`src/rtl/k12a_mem_if_pkg.sv`:
```
// k12a_mem_if_pkg
//   Shared types and default constants for the k12a memory bus sequencer.
//   - mem_state_t : bus-cycle state encoding (IDLE, SETUP, ACCESS, HOLD)
//   - K12A_MEM_WAIT_DEFAULT / K12A_IO_WAIT_DEFAULT : default extra ACCESS cycles
//   - K12A_IO_BASE_DEFAULT : first address of the I/O region
package k12a_mem_if_pkg;

    typedef enum logic [1:0] {
        MEM_STATE_IDLE   = 2'd0,
        MEM_STATE_SETUP  = 2'd1,
        MEM_STATE_ACCESS = 2'd2,
        MEM_STATE_HOLD   = 2'd3
    } mem_state_t;

    localparam int          K12A_MEM_WAIT_DEFAULT = 1;
    localparam int          K12A_IO_WAIT_DEFAULT  = 3;
    localparam logic [15:0] K12A_IO_BASE_DEFAULT  = 16'hFF00;

    // Picks the per-region wait count, truncated to the 4-bit counter width.
    function automatic logic [3:0] waitFor(input logic isIo, input int memWait, input int ioWait);
        logic [3:0] w_value;
        w_value = isIo ? 4'(ioWait) : 4'(memWait);
        return w_value;
    endfunction

endpackage

```
`src/rtl/k12a_mem_if_wait_counter.sv`:
```
// k12a_wait_counter
//   4-bit loadable down-counter used to stretch the ACCESS phase.
//   Ports:
//     clock      - system clock, rising edge
//     reset_n    - asynchronous active-low reset (count clears to 0)
//     load       - load load_value into the counter (has priority over dec)
//     load_value - value to load
//     dec        - decrement by one; ignored when already zero
//     zero       - high while the count is zero
module k12a_wait_counter (
    input  logic       clock,
    input  logic       reset_n,
    input  logic       load,
    input  logic [3:0] load_value,
    input  logic       dec,
    output logic       zero
);

    logic [3:0] r_count;

    // Count register: load wins over decrement, and the count saturates at
    // zero so a stray dec can never wrap around to 15.
    always_ff @(posedge clock or negedge reset_n) begin
        if (!reset_n) begin
            r_count <= 4'd0;
        end else if (load) begin
            r_count <= load_value;
        end else if (dec && (r_count != 4'd0)) begin
            r_count <= r_count - 4'd1;
        end
    end

    assign zero = (r_count == 4'd0);

endmodule

```
`src/rtl/k12a_mem_if.sv`:
```
// k12a_mem_if
//   Bus-cycle sequencer between the k12a control unit and the external
//   asynchronous RAM / I/O bus. An access runs SETUP -> ACCESS (WAIT+1
//   cycles) -> HOLD, with the wait count chosen by the address region.
//   Ports:
//     clock, reset_n           - clock and asynchronous active-low reset
//     mem_start, mem_write     - access request and direction (sampled in IDLE)
//     addr_bus, wdata          - address and write data (sampled in IDLE)
//     mem_busy, mem_done       - busy outside IDLE, one-cycle done pulse in HOLD
//     rdata                    - last read data, held until the next read
//     ext_addr, ext_wdata      - latched address / write data to the bus
//     ext_wdata_oe             - write-data driver enable
//     ext_rdata                - read data from the bus
//     ext_ram_cs_n, ext_io_cs_n- active-low chip selects
//     ext_oe_n, ext_we_n       - active-low read / write strobes
module k12a_mem_if
    import k12a_mem_if_pkg::*;
#(
    parameter int          MEM_WAIT = K12A_MEM_WAIT_DEFAULT,
    parameter int          IO_WAIT  = K12A_IO_WAIT_DEFAULT,
    parameter logic [15:0] IO_BASE  = K12A_IO_BASE_DEFAULT
) (
    input  logic        clock,
    input  logic        reset_n,
    input  logic        mem_start,
    input  logic        mem_write,
    input  logic [15:0] addr_bus,
    input  logic [7:0]  wdata,
    output logic        mem_busy,
    output logic        mem_done,
    output logic [7:0]  rdata,
    output logic [15:0] ext_addr,
    output logic [7:0]  ext_wdata,
    output logic        ext_wdata_oe,
    input  logic [7:0]  ext_rdata,
    output logic        ext_ram_cs_n,
    output logic        ext_io_cs_n,
    output logic        ext_oe_n,
    output logic        ext_we_n
);

    mem_state_t  r_state;
    mem_state_t  w_next_state;
    logic        r_we;
    logic        r_is_io;
    logic [15:0] r_ext_addr;
    logic [7:0]  r_ext_wdata;
    logic [7:0]  r_rdata;
    logic        w_load;
    logic        w_dec;
    logic        w_zero;
    logic [3:0]  w_load_value;
    logic        w_accept;
    logic        w_capture;

    // A request is only honoured in IDLE; starts during a cycle are dropped.
    assign w_accept  = (r_state == MEM_STATE_IDLE) && mem_start;
    // Read data is sampled on the edge that leaves the last ACCESS cycle.
    assign w_capture = (r_state == MEM_STATE_ACCESS) && w_zero && !r_we;

    assign w_load_value = waitFor(r_is_io, MEM_WAIT, IO_WAIT);

    k12a_wait_counter u_wait_counter (
        .clock      (clock),
        .reset_n    (reset_n),
        .load       (w_load),
        .load_value (w_load_value),
        .dec        (w_dec),
        .zero       (w_zero)
    );

    always_ff @(posedge clock or negedge reset_n) begin
        if (!reset_n) begin
            r_state <= MEM_STATE_IDLE;
        end else begin
            r_state <= w_next_state;
        end
    end

    // Request latches: they only change when a new access is accepted, so
    // the external address and data stay stable through IDLE.
    always_ff @(posedge clock or negedge reset_n) begin
        if (!reset_n) begin
            r_we        <= 1'b0;
            r_is_io     <= 1'b0;
            r_ext_addr  <= 16'h0000;
            r_ext_wdata <= 8'h00;
        end else if (w_accept) begin
            r_we        <= mem_write;
            r_is_io     <= (addr_bus >= IO_BASE);
            r_ext_addr  <= addr_bus;
            r_ext_wdata <= wdata;
        end
    end

    always_ff @(posedge clock or negedge reset_n) begin
        if (!reset_n) begin
            r_rdata <= 8'h00;
        end else if (w_capture) begin
            r_rdata <= ext_rdata;
        end
    end

    // Next-state and wait-counter control.
    always_comb begin
        w_next_state = r_state;
        w_load       = 1'b0;
        w_dec        = 1'b0;
        unique case (r_state)
            MEM_STATE_IDLE: begin
                if (mem_start) begin
                    w_next_state = MEM_STATE_SETUP;
                end
            end
            MEM_STATE_SETUP: begin
                w_load       = 1'b1;
                w_next_state = MEM_STATE_ACCESS;
            end
            MEM_STATE_ACCESS: begin
                if (w_zero) begin
                    w_next_state = MEM_STATE_HOLD;
                end else begin
                    w_dec = 1'b1;
                end
            end
            MEM_STATE_HOLD: begin
                w_next_state = MEM_STATE_IDLE;
            end
            default: begin
                w_next_state = MEM_STATE_IDLE;
            end
        endcase
    end

    // Bus outputs decode from state and latched request only, so a reset
    // drops every strobe immediately and no input reaches an output.
    assign mem_busy     = (r_state != MEM_STATE_IDLE);
    assign mem_done     = (r_state == MEM_STATE_HOLD);
    assign ext_ram_cs_n = !(mem_busy && !r_is_io);
    assign ext_io_cs_n  = !(mem_busy && r_is_io);
    assign ext_oe_n     = !((r_state == MEM_STATE_ACCESS) && !r_we);
    assign ext_we_n     = !((r_state == MEM_STATE_ACCESS) && r_we);
    assign ext_wdata_oe = mem_busy && r_we;
    assign ext_addr     = r_ext_addr;
    assign ext_wdata    = r_ext_wdata;
    assign rdata        = r_rdata;

endmodule
```
`config.mk`:
```
export PLATFORM = sky130hd
export DESIGN_NAME = k12a_mem_if
export DESIGN_NICKNAME = d
export VERILOG_FILES = /design/src/rtl/k12a_mem_if_pkg.sv /design/src/rtl/k12a_mem_if_wait_counter.sv /design/src/rtl/k12a_mem_if.sv
export SDC_FILE = /design/constraint.sdc
export NUM_CORES = 1
export LEC_CHECK = 0
export ABC_AREA = 1
export CAP_MARGIN = 20
export CORE_UTILIZATION = 39
export CTS_CLUSTER_DIAMETER = 80
export DETAILED_ROUTE_END_ITERATION = 12
export PLACE_DENSITY = 0.76
export SYNTH_ARGS = -nofsm -noshare
export SYNTH_HDL_FRONTEND = slang
export SYNTH_HIERARCHICAL = 1
export SYNTH_SLANG_ARGS = --single-unit
```
`constraint.sdc`:
```
create_clock -name clock -period 1.3 [get_ports clock]
set_input_delay 0.195 -clock clock [delete_from_list [all_inputs] [get_ports clock]]
set_output_delay 0.195 -clock clock [all_outputs]
set_load 0.02 [all_outputs]
```
==> metrics.txt, run 1 <==
Die H=71.2 um; die width=71.2 um; crit-path max FO=3; antenna cells=0; number of global-route vias before repair=1,699; Die ar.=5060 um^2; DR vias/cell=4.69; Non-Filler Instances=385; H-tree level count=2; Final Setup Violations=17; area of the multi-input gates=913 um^2; largest net degree at the start of global routing=41; Mapped Area=1870 um^2; nets@finish=374; Final ANT Viol Nets=0; via count=1,806; Pwr per Cell Area=2470 nW/um^2; setup_tns=-0.933 ns; DRC Markers=4; top-area cell type share of the netlist area=53.7%; Synth cell types=20; leakage power=1.66 nW; global-route wire length before repair=7440 um; Syn Inst Count=227; #FFs+latches synth=40; Sink Count=40; row count=24; core region area=4470 um^2; RSZ-0062 raised after global routing=yes; crit path capture type=output pin; most area-hungry cell type in the Yosys netlist=dfrtp_1; drt first pass iters=8; startpoint types=flip-flop; CTS Buf Count=5; Fin. Hold Viols=0; GRT Util Overall=18.7%; drt wl/cell=12.5 um; status=complete, but fails checks; initial core utilization=41.7%; Final Util=72.0%; grt ovf=0; root buf cell=clkbuf_8; syn_area_per_cell=8.22 um^2; clk_skew=0.00637 ns; initial antenna violation count=0; HP Class=input pin to asynchronous set/reset pin; Final Total Pwr=7.94 mW; IO Port Bufs=74; Area Overhead vs Synth=72.6%; Inst Count DP=365; Register Area=1000 um^2; CTS clock-pin slew for the worst setup and hold paths=0.08 ns; Synth area leaders=dfrtp_1 54%, nand2_1 18%, nand3_1 7.2%; placed cell area=2800 um^2; fillcell total=334; post-placement worst setup slack=-0.317 ns; minimum clock period=1.43 ns; fmax=699 MHz; hpwl dp=3110 um; CP required=1.11 ns; sequential fraction of the synthesis area=53.7%; Hold WS=0.413 ns; YS warnings=6; Critical Path AT=1.23 ns; fin crit share=110%; Final Max Slew Viols=0; worst r2r path cells=10; WL final=4830 um; buffers from clock root to sink, at most=2; IO Pins=75; crit path kind=flip-flop to output pin; violated checks=design-rule violations, negative setup slack; worst skew pair latency=0.28 ns; Final Wtd Congestion=0.782; CTS tree=yes; total of max-cap violations=0; layout cell share with drive strength beyond 1=26.1%; DRT iter0 DRCs=104; Design Area, Final=3220 um^2; final worst slack=-0.130 ns; VDD IR max=1.27 mV
-- per-layer routing --
layer / wire length, um / GRT usage, %
met1: 2080 / 22.9
met2: 2510 / 34.3
met3: 215 / 3.85
met4: 27 / 3.33
met5: 0 / 0
-- final cells by class --
class / instances / share of cell area, %
Timing Repair Buffer: 105 / 32.1
Sequential cell: 40 / 31.1
Multi-Input combinational cell: 156 / 28.4
Inverter: 24 / 2.95
Clock buffer: 5 / 2.14
Tap cell: 52 / 2.02
Clock inverter: 3 / 1.32
-- cell families after synthesis --
family / synth area share [%]
fa+ha+maj: 4.02
buf+inv: 7.71
flops: 53.7
simple gates: 30.4
other cells: 0.403
compound gates: 3.76
-- worst max-delay path, cell delays in order (launching register included) --
cell and delay, ns:
dfrtp_1 0.39, inv_2 0.11, buf_6 0.12, ha_4 0.14
nand2_2 0.06, buf_6 0.13
-- Yosys cell counts (all sizes together) --
library cell,instances
a21oi,2
buf,9
clkinv,1
conb,2
dfrtp,40
ha,6
inv,23
nand2,92
nand3,28
nand3b,2
nor2,9
o21ai,12
or2,1
-- cells in the final DEF (no fill, tap or decap), drive strengths merged, types with 2 or more instances in the layout --
| master | count |
|---|---|
| dfrtp | 40 |
| dlygate4sd2 | 32 |
| buf | 36 |
| a21oi | 2 |
| clkdlybuf4s50 | 34 |
| o21ai | 12 |
| nand3 | 29 |
| inv | 23 |
| nand2 | 92 |
| nand3b | 2 |
| conb | 3 |
| clkinv | 2 |
| clkbuf | 7 |
| ha | 6 |
| nor2 | 9 |
-- final timing paths --
| check | from | endpoint | slack (ns) |
|---|---|---|---|
| worst max-delay path | r_state[0] | ext_oe_n | -0.13 |
| worst min-delay path | reset_n | ext_addr[4] | 0.41 |
| worst max register to register | r_state[0] | u_wait_counter/r_count[3] | -0.09 |
| worst min register to register | ext_addr[4] | ext_addr[4] | 0.47 |
| max in group asynchronous | reset_n | r_state[1] | 0.70 |
| min in group clock | ext_rdata[4] | rdata[4] | 0.45 |
-- flip-flops by register name (all words and copies together) (netlist names) --
signal and count:
ext_addr 16, ext_wdata 8, rdata 8, u_wait_counter/r_count 4
r_state 2, r_is_io 1, r_we 1
-- timing repair --
| action | 4_1_cts | 5_1_grt |
|---|---|---|
| endpoints found under the hold margin | 40 | 0 |
| resized for setup | 101 | 34 |
| pin swaps | 9 | 10 |
| buffers inserted | 5 | 2 |
| hold buffers | 1 | 0 |
| setup endpoints to repair | 79 | 33 |
| gates cloned | 2 | 3 |
-- report_power, final --
group	internal (mW)	switching (mW)
Combinational	2.16	2.63
Clock	0.568	0.430
Sequential	1.83	0.319
(Power assumes the default switching activity.)
==> run 2, diff against run 1 <==
--- a/config.mk
+++ b/config.mk
@@ -7,10 +7,10 @@
 export LEC_CHECK = 0
 export ABC_AREA = 1
 export CAP_MARGIN = 20
-export CORE_UTILIZATION = 39
+export CORE_UTILIZATION = 46
 export CTS_CLUSTER_DIAMETER = 80
 export DETAILED_ROUTE_END_ITERATION = 12
-export PLACE_DENSITY = 0.76
+export PLACE_DENSITY = 0.84
 export SYNTH_ARGS = -nofsm -noshare
 export SYNTH_HDL_FRONTEND = slang
 export SYNTH_HIERARCHICAL = 1
==> constraint.sdc (replaced) <==
create_clock -name clock -period 1.81 [get_ports clock]
set_input_delay 0.2715 -clock clock [delete_from_list [all_inputs] [get_ports clock]]
set_output_delay 0.2715 -clock clock [all_outputs]
set_load 0.02 [all_outputs]
==> metrics.txt, run 2 (synthesis gave the netlist of run 1 again) <==
crit-path max FO=5 (was 3); H-tree level count=2 (unchanged); fillcell total=302 (was 334); slowest CP cell=dfrtp_1 (unchanged); worst reg2reg path endpoint=r_is_io (was u_wait_counter/r_count[3]); drt wl/cell=11.6 um (was 12.5 um); total of max-cap violations=0 (unchanged); CP endpoint=ext_we_n (was ext_oe_n); antenna cells=0 (unchanged); worst path bufs/invs=2 (was 3); placed cell area=2670 um^2 (was 2800 um^2); worst skew pair latency=0.29 ns (was 0.28 ns); WL final=4160 um (was 4830 um); CTS clock-pin slew for the worst setup and hold paths=0.07 ns (was 0.08 ns); Slew @ Worst Pin=0.537 ns; Sink Count=40 (unchanged); IO Pins=75 (unchanged); Design Area, Final=2770 um^2 (was 3220 um^2); status=finished clean (was complete, but fails checks); Final ANT Viol Nets=0 (unchanged); startpoint types=flip-flop (unchanged); DRC Markers=0 (was 4); number of global-route vias before repair=1,580 (was 1,699); commonest non-fill, non-tap cells in the layout=89 x nand2_1, 66 x clkdlybuf4s50_1, 40 x dfrtp_1, 27 x nand3_1, 20 x inv_1 (was 77 x nand2_1, 40 x dfrtp_1, 34 x clkdlybuf4s50_1, 32 x dlygate4sd2_1, 25 x nand3_1); CTS tree=yes (unchanged); IO Port Bufs=74 (unchanged); DR vias/cell=4.71 (was 4.69); commonest non-fill, non-tap cell in the layout=nand2_1 (unchanged); Fin. Hold Viols=0 (unchanged); worst r2r path cells=8 (was 10); drt first pass iters=4 (was 8); HP Class=flip-flop to flip-flop (was input pin to asynchronous set/reset pin); initial core utilization=49.5% (was 41.7%); r2r setup slk=0.21 ns (was -0.09 ns); Die H=65.7 um (was 71.2 um); die width=65.7 um (was 71.2 um); Pwr per Cell Area=1740 nW/um^2 (was 2470 nW/um^2); hpwl dp=3140 um (was 3110 um); R2R Path Start=r_state[0] (unchanged); largest net degree at the start of global routing=26 (was 41); VDD IR max=0.993 mV (was 1.27 mV); Final Max Slew Viols=0 (unchanged); Area Overhead vs Synth=48.6% (was 72.6%); Die ar.=4310 um^2 (was 5060 um^2); RSZ-0062 raised after global routing=no (was yes); layout cell share with drive strength beyond 1=8.68% (was 26.1%); crit path kind=flip-flop to output pin (unchanged); minimum clock period=1.71 ns; root buf cell=clkbuf_8 (unchanged); buffers from clock root to sink, at most=2 (unchanged); crit-path cells=inv_2, ha_2, nand2_1, dlygate4sd2_1 (was inv_2, buf_6, ha_4, nand2_2, buf_6); Final Setup Violations=0 (was 17); row count=22 (was 24); clk_skew=0.00276 ns (was 0.00637 ns); Hold WS=0.471 ns (was 0.413 ns); DRT iter0 DRCs=64 (was 104); nets@finish=352 (was 374); fmax=586 MHz; grt ovf=0 (unchanged); fin crit share=94.2%; Critical Path AT=1.43 ns (was 1.23 ns); crit path capture type=output pin (unchanged); core region area=3770 um^2 (was 4470 um^2); GRT Util Overall=20.8% (was 18.7%); WP depth=4 (was 5); Slew HR=64.2%; CP delay by family, top=flip-flops (unchanged); CTS Buf Count=5 (unchanged); leakage power=1.43 nW (was 1.66 nW); max FFs per register=16 (unchanged); Final Wtd Congestion=0.759 (was 0.782); CP required=1.54 ns (was 1.11 ns); via count=1,692 (was 1,806); global-route wire length before repair=6730 um (was 7440 um); Critical path origin=r_state[0] (unchanged); setup_tns=0 ns (was -0.933 ns); critical path's largest stage delay=0.42 ns (was 0.39 ns); initial antenna violation count=0 (unchanged)
==> run 2: cell types whose count changed in the layout (fill, tap and decap cells not counted), sizes merged <==
cell / previous run / this run
buf: 36 / 11
bufinv: 1 / 0
clkbuf: 7 / 8
clkdlybuf4s50: 34 / 66
clkinv: 2 / 1
clkinvlp: 1 / 0
dlygate4sd2: 32 / 5
dlymetal6s2s: 0 / 1
nand3: 29 / 28
==> run 2: worst reg2reg max path: stages, from the launching register on <==
cell and delay, ns:
dfrtp_1 0.42, inv_2 0.10, ha_1 0.16, buf_4 0.28
nand2_1 0.15, buf_4 0.20, nor2_1 0.10, nand3_1 0.08
nand2_1 0.06
==> run 2: through the flow <==
stage | total power [mW] | util, % | worst slack, ns | cells
after floorplan | 3.10 | - | 0.430 | 228
after global placement | 4.17 | 70.8 | 0.0833 | 349
after detailed placement | 4.26 | 70.8 | 0.0162 | 349
after CTS | 4.84 | 73.4 | 0.0136 | 358
after global routing | 5.21 | 73.5 | 0.0189 | 359
final | 4.81 | 73.5 | 0.104 | 359
==> run 2: timing repair <==
item                       in CTS  in global routing
setup endpoints to repair       6                  3
buffers inserted                0                  1
hold endpoints to repair       23                  0
hold buffers                    1                  0
resized for setup               9                  4
cloned                          0                  0
==> run 2: worst min path at each step <==
| stage | depth (start not counted) | to | startpoint | slack [ns] |
|---|---|---|---|---|
| 2_1_floorplan | 0 | ext_addr[0] | reset_n | -0.02 |
| 3_3_place_gp | 1 | u_wait_counter/r_count[2] | reset_n | 0.28 |
| 3_5_place_dp | 1 | u_wait_counter/r_count[2] | reset_n | 0.29 |
| 4_1_cts | 2 | ext_wdata[1] | ext_wdata[1] | 0.47 |
| 6_report | 2 | ext_wdata[3] | ext_wdata[3] | 0.47 |
| 5_1_grt | 2 | ext_addr[4] | ext_addr[4] | 0.51 |
==> run 2: where the power goes <==
group	total (mW)	leakage [nW]	internal (mW)	switching [mW]
combinational	2.64	0.902	1.16	1.48
sequential	1.57	0.486	1.32	0.258
clock	0.600	0.0455	0.311	0.289
==> run 2: layout make-up <==
type | instances | area [um^2] | share of cell area, %
well taps | 48 | 60.1 | 2.17
repair buffers | 84 | 805 | 29.0
multi-input cells | 155 | 727 | 26.2
inverters | 24 | 90.1 | 3.25
clock buffers | 8 | 90.1 | 3.25
flip-flops and latches | 40 | 1000 | 36.1
==> run 2: per-layer routing <==
metal / wire [um] / up-vias / GRT usage (%)
met5: 0 / - / 0
met4: 23 / 0 / 4.89
met3: 249 / 2 / 7.64
met2: 2140 / 56 / 36.6
met1: 1740 / 768 / 23.8
li1: - / 866 / -
==> run 3, diff against run 2 <==
--- a/config.mk
+++ b/config.mk
@@ -10,6 +10,7 @@
 export CORE_UTILIZATION = 46
 export CTS_CLUSTER_DIAMETER = 80
 export DETAILED_ROUTE_END_ITERATION = 12
+export GPL_ROUTABILITY_DRIVEN = 0
 export PLACE_DENSITY = 0.84
 export SYNTH_ARGS = -nofsm -noshare
 export SYNTH_HDL_FRONTEND = slang
==> results of run 3 <==
Final layout, timing and power as in run 2 (identical DEF).
